[config.mk]
export PLATFORM = sky130hd
export DESIGN_NAME = cordic_iter_engine
export DESIGN_NICKNAME = d
export VERILOG_FILES = /design/src/rtl/cordic_iter_engine.sv
export SDC_FILE = /design/constraint.sdc
export NUM_CORES = 1
export LEC_CHECK = 0
export BUFFER_PORTS_ARGS = -buffer_cell sky130_fd_sc_hd__buf_2
export CORE_MARGIN = 2
export CORE_UTILIZATION = 35
export CTS_CLUSTER_DIAMETER = 120
export CTS_CLUSTER_SIZE = 25
export DETAILED_ROUTE_END_ITERATION = 10
export PLACE_DENSITY_LB_ADDON = 0.15
export SLEW_MARGIN = 40
export SYNTH_ARGS = -nofsm -noshare
export SYNTH_HDL_FRONTEND = slang
export SYNTH_SLANG_ARGS = --single-unit
[constraint.sdc]
create_clock -name clk -period 12.7 [get_ports clk]
set_input_delay 0.635 -clock clk [delete_from_list [all_inputs] [get_ports clk]]
set_output_delay 0.635 -clock clk [all_outputs]
set_load 0.02 [all_outputs]
[src/rtl/cordic_iter_engine.sv]
// Iterative CORDIC engine: one micro-rotation per clock, rotation or vectoring per transaction,
// full-circle quadrant pre-correction at capture, valid/ready handshake on both sides.
module cordic_iter_engine #(
  parameter int WIDTH    = 32,
  parameter int ITER_MAX = 16,
  parameter int GUARD    = 2
) (
  input  logic                          clk,
  input  logic                          rst_n,
  input  logic                          in_valid,
  output logic                          in_ready,
  input  logic                          mode,
  input  logic [$clog2(ITER_MAX+1)-1:0] n_iter,
  input  logic [WIDTH-1:0]              x_in,
  input  logic [WIDTH-1:0]              y_in,
  input  logic [WIDTH-1:0]              z_in,
  output logic                          out_valid,
  input  logic                          out_ready,
  output logic [WIDTH-1:0]              x_out,
  output logic [WIDTH-1:0]              y_out,
  output logic [WIDTH-1:0]              z_out
);

  localparam int NW = $clog2(ITER_MAX+1);
  localparam int IW = WIDTH + GUARD;
  localparam int RD = 1 << NW;

  typedef enum logic [1:0] {IDLE, RUN, DONE} state_t;

  // atan(2^-i) in binary-angle units; the series converges fast for i >= 1, i = 0 is exactly 1/8 turn.
  function automatic logic [WIDTH-1:0] atan_val(input int i);
    real    t;
    real    p;
    real    s;
    real    scale;
    longint r;
    t = 1.0;
    for (int k = 0; k < i; k++) t = t / 2.0;
    s = 0.0;
    p = t;
    for (int k = 0; k < 40; k++) begin
      if (k % 2 == 0) s = s + p / real'(2 * k + 1);
      else            s = s - p / real'(2 * k + 1);
      p = p * t * t;
    end
    if (i == 0) s = 0.78539816339744830962;
    scale = 1.0;
    for (int k = 0; k < WIDTH; k++) scale = scale * 2.0;
    r = longint'(s * scale / 6.28318530717958647692);
    return r[WIDTH-1:0];
  endfunction

  function automatic logic [WIDTH-1:0] sat(input logic signed [IW-1:0] v);
    if (v[IW-1:WIDTH-1] == {(GUARD+1){v[IW-1]}}) return v[WIDTH-1:0];
    else if (v[IW-1])                             return {1'b1, {(WIDTH-1){1'b0}}};
    else                                          return {1'b0, {(WIDTH-1){1'b1}}};
  endfunction

  logic [WIDTH-1:0] atan_rom [RD];

  for (genvar g = 0; g < RD; g++) begin : g_atan
    localparam logic [WIDTH-1:0] ATAN_G = (g < ITER_MAX) ? atan_val(g) : '0;
    assign atan_rom[g] = ATAN_G;
  end

  state_t               state;
  state_t               state_nx;
  logic [NW-1:0]        cnt;
  logic [NW-1:0]        n_r;
  logic                 mode_r;
  logic signed [IW-1:0] x_it;
  logic signed [IW-1:0] y_it;
  logic [WIDTH-1:0]     z_it;

  logic                 accept;
  logic                 last_it;
  logic [NW-1:0]        n_clamp;
  logic                 flip;
  logic signed [IW-1:0] x_ext;
  logic signed [IW-1:0] y_ext;
  logic signed [IW-1:0] x_pre;
  logic signed [IW-1:0] y_pre;
  logic [WIDTH-1:0]     z_pre;

  logic                 d_pos;
  logic signed [IW-1:0] x_sh;
  logic signed [IW-1:0] y_sh;
  logic signed [IW-1:0] x_nx;
  logic signed [IW-1:0] y_nx;
  logic [WIDTH-1:0]     z_nx;
  logic [WIDTH-1:0]     atan_c;

  assign accept  = in_valid && in_ready;
  assign last_it = (cnt == n_r - NW'(1));

  // Capture: clamp the iteration count and fold the operand into +-90 degrees.
  always_comb begin
    n_clamp = (n_iter > NW'(ITER_MAX)) ? NW'(ITER_MAX) : n_iter;
    x_ext   = {{GUARD{x_in[WIDTH-1]}}, x_in};
    y_ext   = {{GUARD{y_in[WIDTH-1]}}, y_in};
    flip    = mode ? x_in[WIDTH-1] : (z_in[WIDTH-1] ^ z_in[WIDTH-2]);
    x_pre   = flip ? -x_ext : x_ext;
    y_pre   = flip ? -y_ext : y_ext;
    // Adding or subtracting half a turn is the same modulo 2^WIDTH: flip the MSB.
    z_pre   = flip ? {~z_in[WIDTH-1], z_in[WIDTH-2:0]} : z_in;
  end

  // Micro-rotation for the current iteration index.
  always_comb begin
    d_pos  = mode_r ? y_it[IW-1] : ~z_it[WIDTH-1];
    x_sh   = x_it >>> cnt;
    y_sh   = y_it >>> cnt;
    atan_c = atan_rom[cnt];
    if (d_pos) begin
      x_nx = x_it - y_sh;
      y_nx = y_it + x_sh;
      z_nx = z_it - atan_c;
    end else begin
      x_nx = x_it + y_sh;
      y_nx = y_it - x_sh;
      z_nx = z_it + atan_c;
    end
  end

  always_comb begin
    state_nx = state;
    in_ready = 1'b0;
    unique case (state)
      IDLE: begin
        in_ready = 1'b1;
        if (in_valid) state_nx = (n_clamp == '0) ? DONE : RUN;
      end
      RUN:     if (last_it) state_nx = DONE;
      DONE:    if (out_valid && out_ready) state_nx = IDLE;
      default: state_nx = IDLE;
    endcase
  end

  always_ff @(posedge clk) begin
    if (!rst_n) state <= IDLE;
    else        state <= state_nx;
  end

  always_ff @(posedge clk) begin
    if (!rst_n) begin
      cnt       <= '0;
      n_r       <= '0;
      out_valid <= 1'b0;
    end else begin
      if (accept) begin
        cnt <= '0;
        n_r <= n_clamp;
      end else if (state == RUN) begin
        cnt <= cnt + NW'(1);
      end
      // Results land in the output registers on entry to DONE; valid follows one cycle later.
      if (state == DONE && !out_valid)     out_valid <= 1'b1;
      else if (out_valid && out_ready)     out_valid <= 1'b0;
    end
  end

  always_ff @(posedge clk) begin
    if (!rst_n) begin
      x_out <= '0;
      y_out <= '0;
      z_out <= '0;
    end else if (accept && n_clamp == '0) begin
      x_out <= sat(x_pre);
      y_out <= sat(y_pre);
      z_out <= z_pre;
    end else if (state == RUN && last_it) begin
      x_out <= sat(x_nx);
      y_out <= sat(y_nx);
      z_out <= z_nx;
    end
  end

  always_ff @(posedge clk) begin
    if (accept) begin
      mode_r <= mode;
      x_it   <= x_pre;
      y_it   <= y_pre;
      z_it   <= z_pre;
    end else if (state == RUN) begin
      x_it <= x_nx;
      y_it <= y_nx;
      z_it <= z_nx;
    end
  end

endmodule
-- After elaboration in Yosys (flattened, before gate mapping)
Memories as Yosys holds them, arrays and structs flattened.
Index checks and enable logic that the tools add are counted.
- register bits: 210
- memories: 1
- memory bits (read-only): 1024
- bits of input ports: 106
- output and inout port bits: 98
- logic and storage cells: 93
- memories (memory ; words ; width ; read ports ; clocked after Yosys merged registers in ; wr ports ; RTL line ; source):
    (no name shown) ; 32 ; 32 ; 1 ; 0 ; 0 ; 113 ; atan_c = atan_rom[cnt];
- muxes and demuxes: 39
- reduce and logical (&&, ||, !) cells: 13
- bitwise logic cells: 5
- order comparisons: 2
- $add $sub $neg: 10
- shift operators: 2
- eq/ne operators: 10
- operators with widths (operator ; number):
    2-to-1 mux 32 bit ; 20
    2-to-1 mux 34 bit ; 8
    adder 34 bit ; 2
    negator 32 -> 34 bit ; 2
    >>> shifter 34 x 5 -> 34 bit ; 2
    subtractor 34 bit ; 2
    adder 32 bit ; 1
    subtractor 32 bit ; 1
    == test 2 bit ; 4
    2-to-1 mux 2 bit ; 4
    greater-or-equal comparator 6 bit, second input constant ; 1
    inequality test 2 bit, second input constant ; 3
    inverter 5 -> 6 bit ; 1
    case mux 2 bit (3 select lines) ; 1
    nonzero test 2 bit ; 3
    adder 5 x 1 -> 5 bit, second input constant ; 1
    == test 5 bit ; 1
    > comparator 5 bit, second input constant ; 1
    logical AND 1 bit ; 5
    zero test 5 bit ; 1
    2-to-1 mux 1 bit ; 5
    2-to-1 mux 5 bit ; 1
    subtractor 5 x 1 -> 5 bit, second input constant ; 1
    inverter 1 bit ; 3
    other kinds (7) ; 7

-- Depth between registers and ports, before layout
Gate-level depths: netlist (run 1).
- depth after elaboration: 8
- gate-level depth with buffers: 31
- gate-level depth less buffers: 24

-- Worst setup path before layout (run 1)
No wires, ideal clock.
- path kind: reg2reg
- start: register cnt[1]
- end: register x_out[29]
- clock period less this slack: 6.497 ns
- data required time: 12.621 ns
- cell stages (with the launch flop): 27
- path buffers: 5
- setup time: 0.079 ns
- setup slack: 6.203 ns
- data arrival time: 6.419 ns
- cell sequence: dfxtp_1 -> buf_6 -> buf_6 -> buf_6 -> buf_2 -> mux2_2 -> a22oi_1 -> a21oi_1 -> a2111oi_1 -> and2_1 -> nand3_1 -> or2_2 -> nor4_2 -> nand3_1 -> nand2_1 -> xnor2_1 -> ha_1 -> and3_1 -> and4_1 -> a31oi_1 -> o21ai_0 -> o41ai_1 -> a311oi_1 -> o21ai_1 -> clkbuf_1 -> or3b_2 -> o211ai_1
- cells in the longest elaborated chain, start to end: 7
- elaborated cells between the ends (all ways): 12
- classes of those cells: add/sub: 2; eq/ne: 2; shift: 1; mux: 5; reduce/logical: 2
- ends and longest elaborated chain (element ; RTL line ; source):
    start: declaration ; 68 ; logic [NW-1:0] cnt;
    start signal: assignment ; 154 ; cnt <= cnt + NW'(1);
    >>> shifter 34 x 5 -> 34 bit ; 112 ; y_sh = y_it >>> cnt;
    adder 34 bit / subtractor 34 bit (equally long branches) ; 119, 115 ;
    2-to-1 mux 34 bit ; 114 ; if (d_pos) begin
    == test 2 bit / 2-to-1 mux 32 bit (equally long branches) ; 54, 55 ;
    2-to-1 mux 32 bit ; 54 ; if (v[IW-1:WIDTH-1] == {(GUARD+1){v[IW-1]}}) return v[WIDTH-1:0];
    2-to-1 mux 32 bit ; 171 ; end else if (state == RUN && last_it) begin
    2-to-1 mux 32 bit ; 167 ; end else if (accept && n_clamp == '0) begin
    end signal: assignment ; 168 ; x_out <= sat(x_pre);
    end signal: assignment ; 172 ; x_out <= sat(x_nx);
    end: declaration ; 19 ; output logic [WIDTH-1:0] x_out,
Several ways; a longest one is shown, not always the timed one. The select of a mux whose other input is x is not followed.
A chain may end at the register's enable or synchronous reset.

-- Worst setup path in the final report (run 1)
- start: register cnt[1]
- end: register x_out[6]
The elaborated chain is that of the path after synthesis.

==> results.toml, run 1 <==
[route]
vias = 23539
wl_per_cell_microns = 26.5
wl_mm = 101
via_per_inst = 6.16
drtIter0Drc = 2351
postRouteAntennaNets = 0
drt_pass1_iterations = 5
drc = 0

[clock_network]
clk_pin_slew_ps = 110
clk_latency_ps = 550
post_cts_buffers = 0
cts_resized = 0
cts_buffers = 13
htree_levels = 1
clk_path_buf_depth = 3
cts_root_buffer = "clkbuf_16"
cts_tree = "done"
cts_hold_buf = 0
cts_sinks = 210

[timing]
maxSlewHeadroom_pct = 36.4
tns_ps = 0
maxSlewViolCount = 0
min_period_ps = 8940
rsz0062_at_grt = "false"
tightestPinTransition_ps = 954
hold_viol = 0
post-route-period-util_pct = 70.4
timing.fmax_mhz = 112
setup_violations = 0
skew_ps = 40.4

[global_route]
grt_first_pass_wirelength_mm = 148
antenna_found_initial = 2
grt_pass1_vias = 21929
grtUsageTotal_pct = 28.9
overflow = 0
grt_max_degree = 85

[yosys]
syn-num-nets = 3088
synth_cell_types = 98
synth.area.mux_share_pct = 11.6
synthArstFlopShare_pct = 0
yosys_most_used_dff = "dfxtp_1"
postSynthAreaPerCell_sq_um = 8.03
synth_xor_area_share_pct = 9.31
yosys.area_share.simple_pct = 19.7
synth_top_family_by_area = "compound AO/OA/AOI/OAI gates"
ys_warn_count = 0
ys_ff_latch = 210
syn-cell-area_sq_um = 23000
syn_inst = 2869
synth_compound_area_share_pct = 26.0
synthAdderAreaFrac_pct = 6.23
ys_seq_area_share_pct = 22.6
synth-edff-count = 101

[hold_path]
hold_path_class = "primary input to flop"
holdPathStages = 2

[floorplanning]
die_w_microns = 261
coreArea_sq_um = 65500
rows = 94
io_pins = 204
die_height_microns = 261
die_area_sq_um = 67900
start_util_pct = 35.2

[setup_path]
regToRegStartpoint = "cnt[1]"
r2r_end = "x_out[6]"
worstSetupEndpoint = "x_out[6]"
crit_type = "flop to flop"
reg2regPathDepth = 24
required_ps = 13090
rrSetupSlack_ps = 3760
crit_fanout = 47
critPathArrivalTime_ps = 9330
crit_start = "cnt[1]"
cp-end-kind = "flop"
startpoint_type = "flop"

[run_status]
outcome = "complete, no violations"

[final_layout]
multi_input_area_sq_um = 16900
layout_commonest_cell = "nand2_1"
syn_to_final_growth_pct = 9.28
drive_above_1_share_pct = 15.9
mostFrequentLayoutCells = "nand2_1 (378), nor2_1 (259), o21ai_0 (246)"
fin_nets = 3167
num-fill-cells = 6882
regArea_sq_um = 5230

[place]
portBuffers = 203
hpwl_mm = 77.8
place_congestion = 0.972

[run]
drv_cap = 0
## cell usage after synthesis (all sizes together), types with 46 or more instances
master	number	area [sq um]
xor2	105	920
buf	73	419
clkbuf	111	417
nor3	51	260
inv	50	188
nand2	382	1440
mux2i	65	651
a211oi	46	345
o21ai	272	1360
a21oi	201	1010
edfxtp	101	3030
mux4	66	1490
o211ai	47	373
ha	110	1380
dfxtp	109	2180
mux2	48	541
xnor2	137	1230
nor2	266	1000
## layout make-up
class                      instances  share of cell area (%)
multi-input combinational       2422                    67.1
sequential                       210                    20.8
timing repair buffer             248                    5.50
tap                              864                    4.29
clock buffer                      18                    1.41
inverter                          53                   0.800
clock inverter                     3                   0.159
antenna                            1                 0.00994
## kinds of logic after synthesis
family | after synthesis
adder cells (fa/ha/maj) | 113
XOR/XNOR | 242
multiplexers | 179
AO/OA/AOI/OAI | 909
buffers and inverters | 237
AND/OR/NAND/NOR | 979
flip-flops | 210
## worst max-delay path, cell delays in order (launching register included)
cell and delay, ps:
dfxtp_4 580, buf_4 600, mux4_2 620, a222oi_1 830, o22ai_1 160, nor3_1 530, and2_1 260, nand3_1 170
or2_2 400, nor4_2 580, nand3_1 200, nand2_1 150, xnor2_1 160, ha_1 320, and3_1 260, and4_1 210
a31oi_1 130, o21ai_0 130, o41ai_1 740, nor4b_1 120, a311oi_1 510, a21oi_2 300, buf_4 270, nor3_2 380
a221oi_1 140
## how the worst min path moves through the flow
| stage | from | endpoint | slack, ps |
|---|---|---|---|
| after floorplan | n_r[1] | n_r[1] | 450 |
| after global placement | x_out[23] | x_out[23] | 440 |
| after detailed placement | y_out[6] | y_out[6] | 440 |
| after CTS | z_in[27] | z_out[27] | 330 |
| after global routing | z_in[27] | z_out[27] | 340 |
| final | z_in[27] | z_out[27] | 340 |
## stage by stage
step / hold WS, ps / cell area [sq um] / worst slack, ps / instances / util (%)
CTS: 326 / 25100 / 4000 / 3814 / 38.3
finish: 342 / 25200 / 3760 / 3819 / 38.4
floorplan: 454 / 23000 / 6200 / 2869 / -
global placement: 439 / 24700 / 4160 / 3793 / 37.7
global route: 336 / 25200 / 3350 / 3818 / 38.4
detailed placement: 441 / 24700 / 4010 / 3793 / 37.7
## per-layer routing
layer  GRT usage [%]  wire, microns
met1            41.7          46000
met2            44.2          44200
met3            4.35           7750
met4            8.54           3170
met5               0             27
## state kept, by name (all words and copies together) (netlist names), 2 cells and up
name / flops
x_out: 32
n_r: 5
y_it: 34
state: 2
y_out: 32
cnt: 5
x_it: 34
z_it: 32
z_out: 32
Power of run 1 is not shown: default switching activity piles up to over one toggle a cycle in this logic, so the estimate is an artifact.
==> run 2, diff against run 1 <==
Settings changed: ABC_AREA set to 1.
Clock period 12.7 ns to 7.3 ns, I/O delays scaled along.
==> results.toml, run 2 <==
[yosys]
synth.largest_area_cell = "nand2_1"
syn_inst = 3613
synthTopCellsByCount = "nand2_1 (1239), nand3_1 (371), o21ai_0 (279), a21oi_1 (262), inv_1 (242)"
ys_warn_count = 0
syn-num-nets = 3832
synth_cell_types = 58
synthArstFlopShare_pct = 0
synth-edff-count = 101
yosys_most_used_dff = "dfxtp_1"
postSynthAreaPerCell_sq_um = 6.19
ys_seq_area_share_pct = 23.3
syn-cell-area_sq_um = 22400
synth_area_leaders = "nand2_1 (21%), edfxtp_1 (14%), dfxtp_1 (9.8%)"
synth_top_cell_area_share_pct = 20.8
yosysMostFrequentCell = "nand2_1"
ys_ff_latch = 210

[timing]
setup_violations = 0
rsz0062_at_grt = "false"
tns_ps = 0
post-route-period-util_pct = 84.5
min_period_ps = 6170
maxSlewViolCount = 0
tightestPinTransition_ps = 853
maxSlewHeadroom_pct = 42.5
timing.fmax_mhz = 162
skew_ps = 49.1
hold_ws_ps = 69.5
hold_viol = 0

[setup_path]
cp-end-kind = "flop"
required_ps = 7690
crit_fanout = 47
reg2regPathDepth = 31
rrSetupSlack_ps = 1130
critPathArrivalTime_ps = 6550
slowest_delay_ps = 500
startpoint_type = "flop"
crit_type = "flop to flop"
r2r_end = "y_out[28]"
regToRegStartpoint = "cnt[1]"
cpMaxStageDelayCell = "nand3_2"

[place]
portBuffers = 203
place_congestion = 0.973
placed_area_sq_um = 23800
hpwl_mm = 70.6

[final_layout]
reg_top3 = "x_it (34), y_it (34)"
syn_to_final_growth_pct = 8.36
drive_above_1_share_pct = 8.68
multi_input_area_sq_um = 15300
num-fill-cells = 7085
n_antenna_cell = 0
fin_nets = 3911
final_area_sq_um = 24200
layout_commonest_cell = "nand2_1"
regArea_sq_um = 5220
mostFrequentLayoutCells = "nand2_1 (1237), nand3_1 (371), o21ai_0 (274)"

[clock_network]
post_cts_buffers = 0
cts_tree = "done"
htree_levels = 1
clk_latency_ps = 550
cts_root_buffer = "clkbuf_16"
cts_resized = 0
cts_sinks = 210
cts_buffers = 13
clk_path_buf_depth = 3
cts_hold_buf = 0
clk_pin_slew_ps = 110

[floorplanning]
start_util_pct = 35.4
die_height_microns = 257
rows = 92
io_pins = 204
coreArea_sq_um = 63100
die_area_sq_um = 65900
die_w_microns = 257

[route]
drtIter0Drc = 2554
via_per_inst = 5.32
drt_pass1_iterations = 6
vias = 24180
wl_per_cell_microns = 19.6
postRouteAntennaNets = 0
drc = 0
wl_mm = 88.9

[global_route]
grt_max_degree = 118
antenna_found_initial = 1
overflow = 0
grt_pass1_vias = 22171
grt_first_pass_wirelength_mm = 135
grtUsageTotal_pct = 26.0

[run]
drv_cap = 0

[hold_path]
min_from = "mode"
min_to = "mode_r"
holdPathStages = 1
hold_path_class = "primary input to flop"

[run_status]
outcome = "complete, no violations"
[run 2: cell count changes in the layout (fill, tap and decap cells not counted), sizes merged, moves of 37 or more]
cell	delta
a211oi	-43
a21oi	+63
inv	+205
mux2	-48
mux2i	-65
mux4	-66
nand2	+865
nand2b	-41
nand3	+339
nor2b	-45
o211ai	-37
[run 2: worst max-delay path by stage]
stage / start / to / depth (start not counted) / slack [ps]
after floorplan: cnt[1] / z_it[27] / 27 / 2780
after detailed placement: cnt[1] / y_out[5] / 31 / 1200
after global routing: cnt[1] / y_out[29] / 31 / 570
after global placement: cnt[1] / y_out[29] / 31 / 1290
after CTS: cnt[1] / y_out[28] / 31 / 1170
final: cnt[1] / y_out[28] / 31 / 1130
[run 2: worst max-delay path, delay by kind of cell (launching register included)]
| kind | cells | cell delay, ps |
|---|---|---|
| and+or+nand+nor | 16 | 2640 |
| DFF | 1 | 350 |
| adders and majority gates | 2 | 500 |
| xor gates and xnor gates | 1 | 190 |
| buffers and inverters | 5 | 1050 |
| AOI/OAI and AO/OA | 7 | 1250 |
[run 2: metrics by stage]
step                worst slack, ps  instances  util [%]
floorplan                      2780       3613         -
global placement               1290       4523      37.7
detailed placement             1200       4523      37.7
CTS                            1170       4545      38.4
global route                    571       4545      38.4
finish                         1130       4545      38.4
[run 2: kinds of logic (layout without fill, tap and decap cells)]
logic type / Yosys count / in the layout / synth area share (%)
buf+inv: 430 / 516 / 8.49
flops: 210 / 210 / 23.3
xor+xnor: 242 / 242 / 9.48
compound gates: 655 / 655 / 15.7
simple gates: 1963 / 1963 / 36.6
fa+ha+maj: 113 / 113 / 6.43
[run 2: area by class of cell]
class                   count  share of cell area (%)
well taps                 846                    4.37
clock buffers              17                    1.49
multi-input cells        2973                    63.0
flip-flops and latches    210                    21.6
clock inverters             5                   0.222
inverters                 258                    4.04
repair buffers            236                    5.28
[run 2: per-layer routing]
layer / up-vias / track usage [%] / wire length (microns)
li1: 12112 / - / -
met4: 0 / 4.31 / 1400
met2: 871 / 37.4 / 36100
met5: - / 0 / 0
met3: 67 / 5.38 / 7620
met1: 11130 / 39.7 / 43800
Power of run 2 is left out for the same reason.
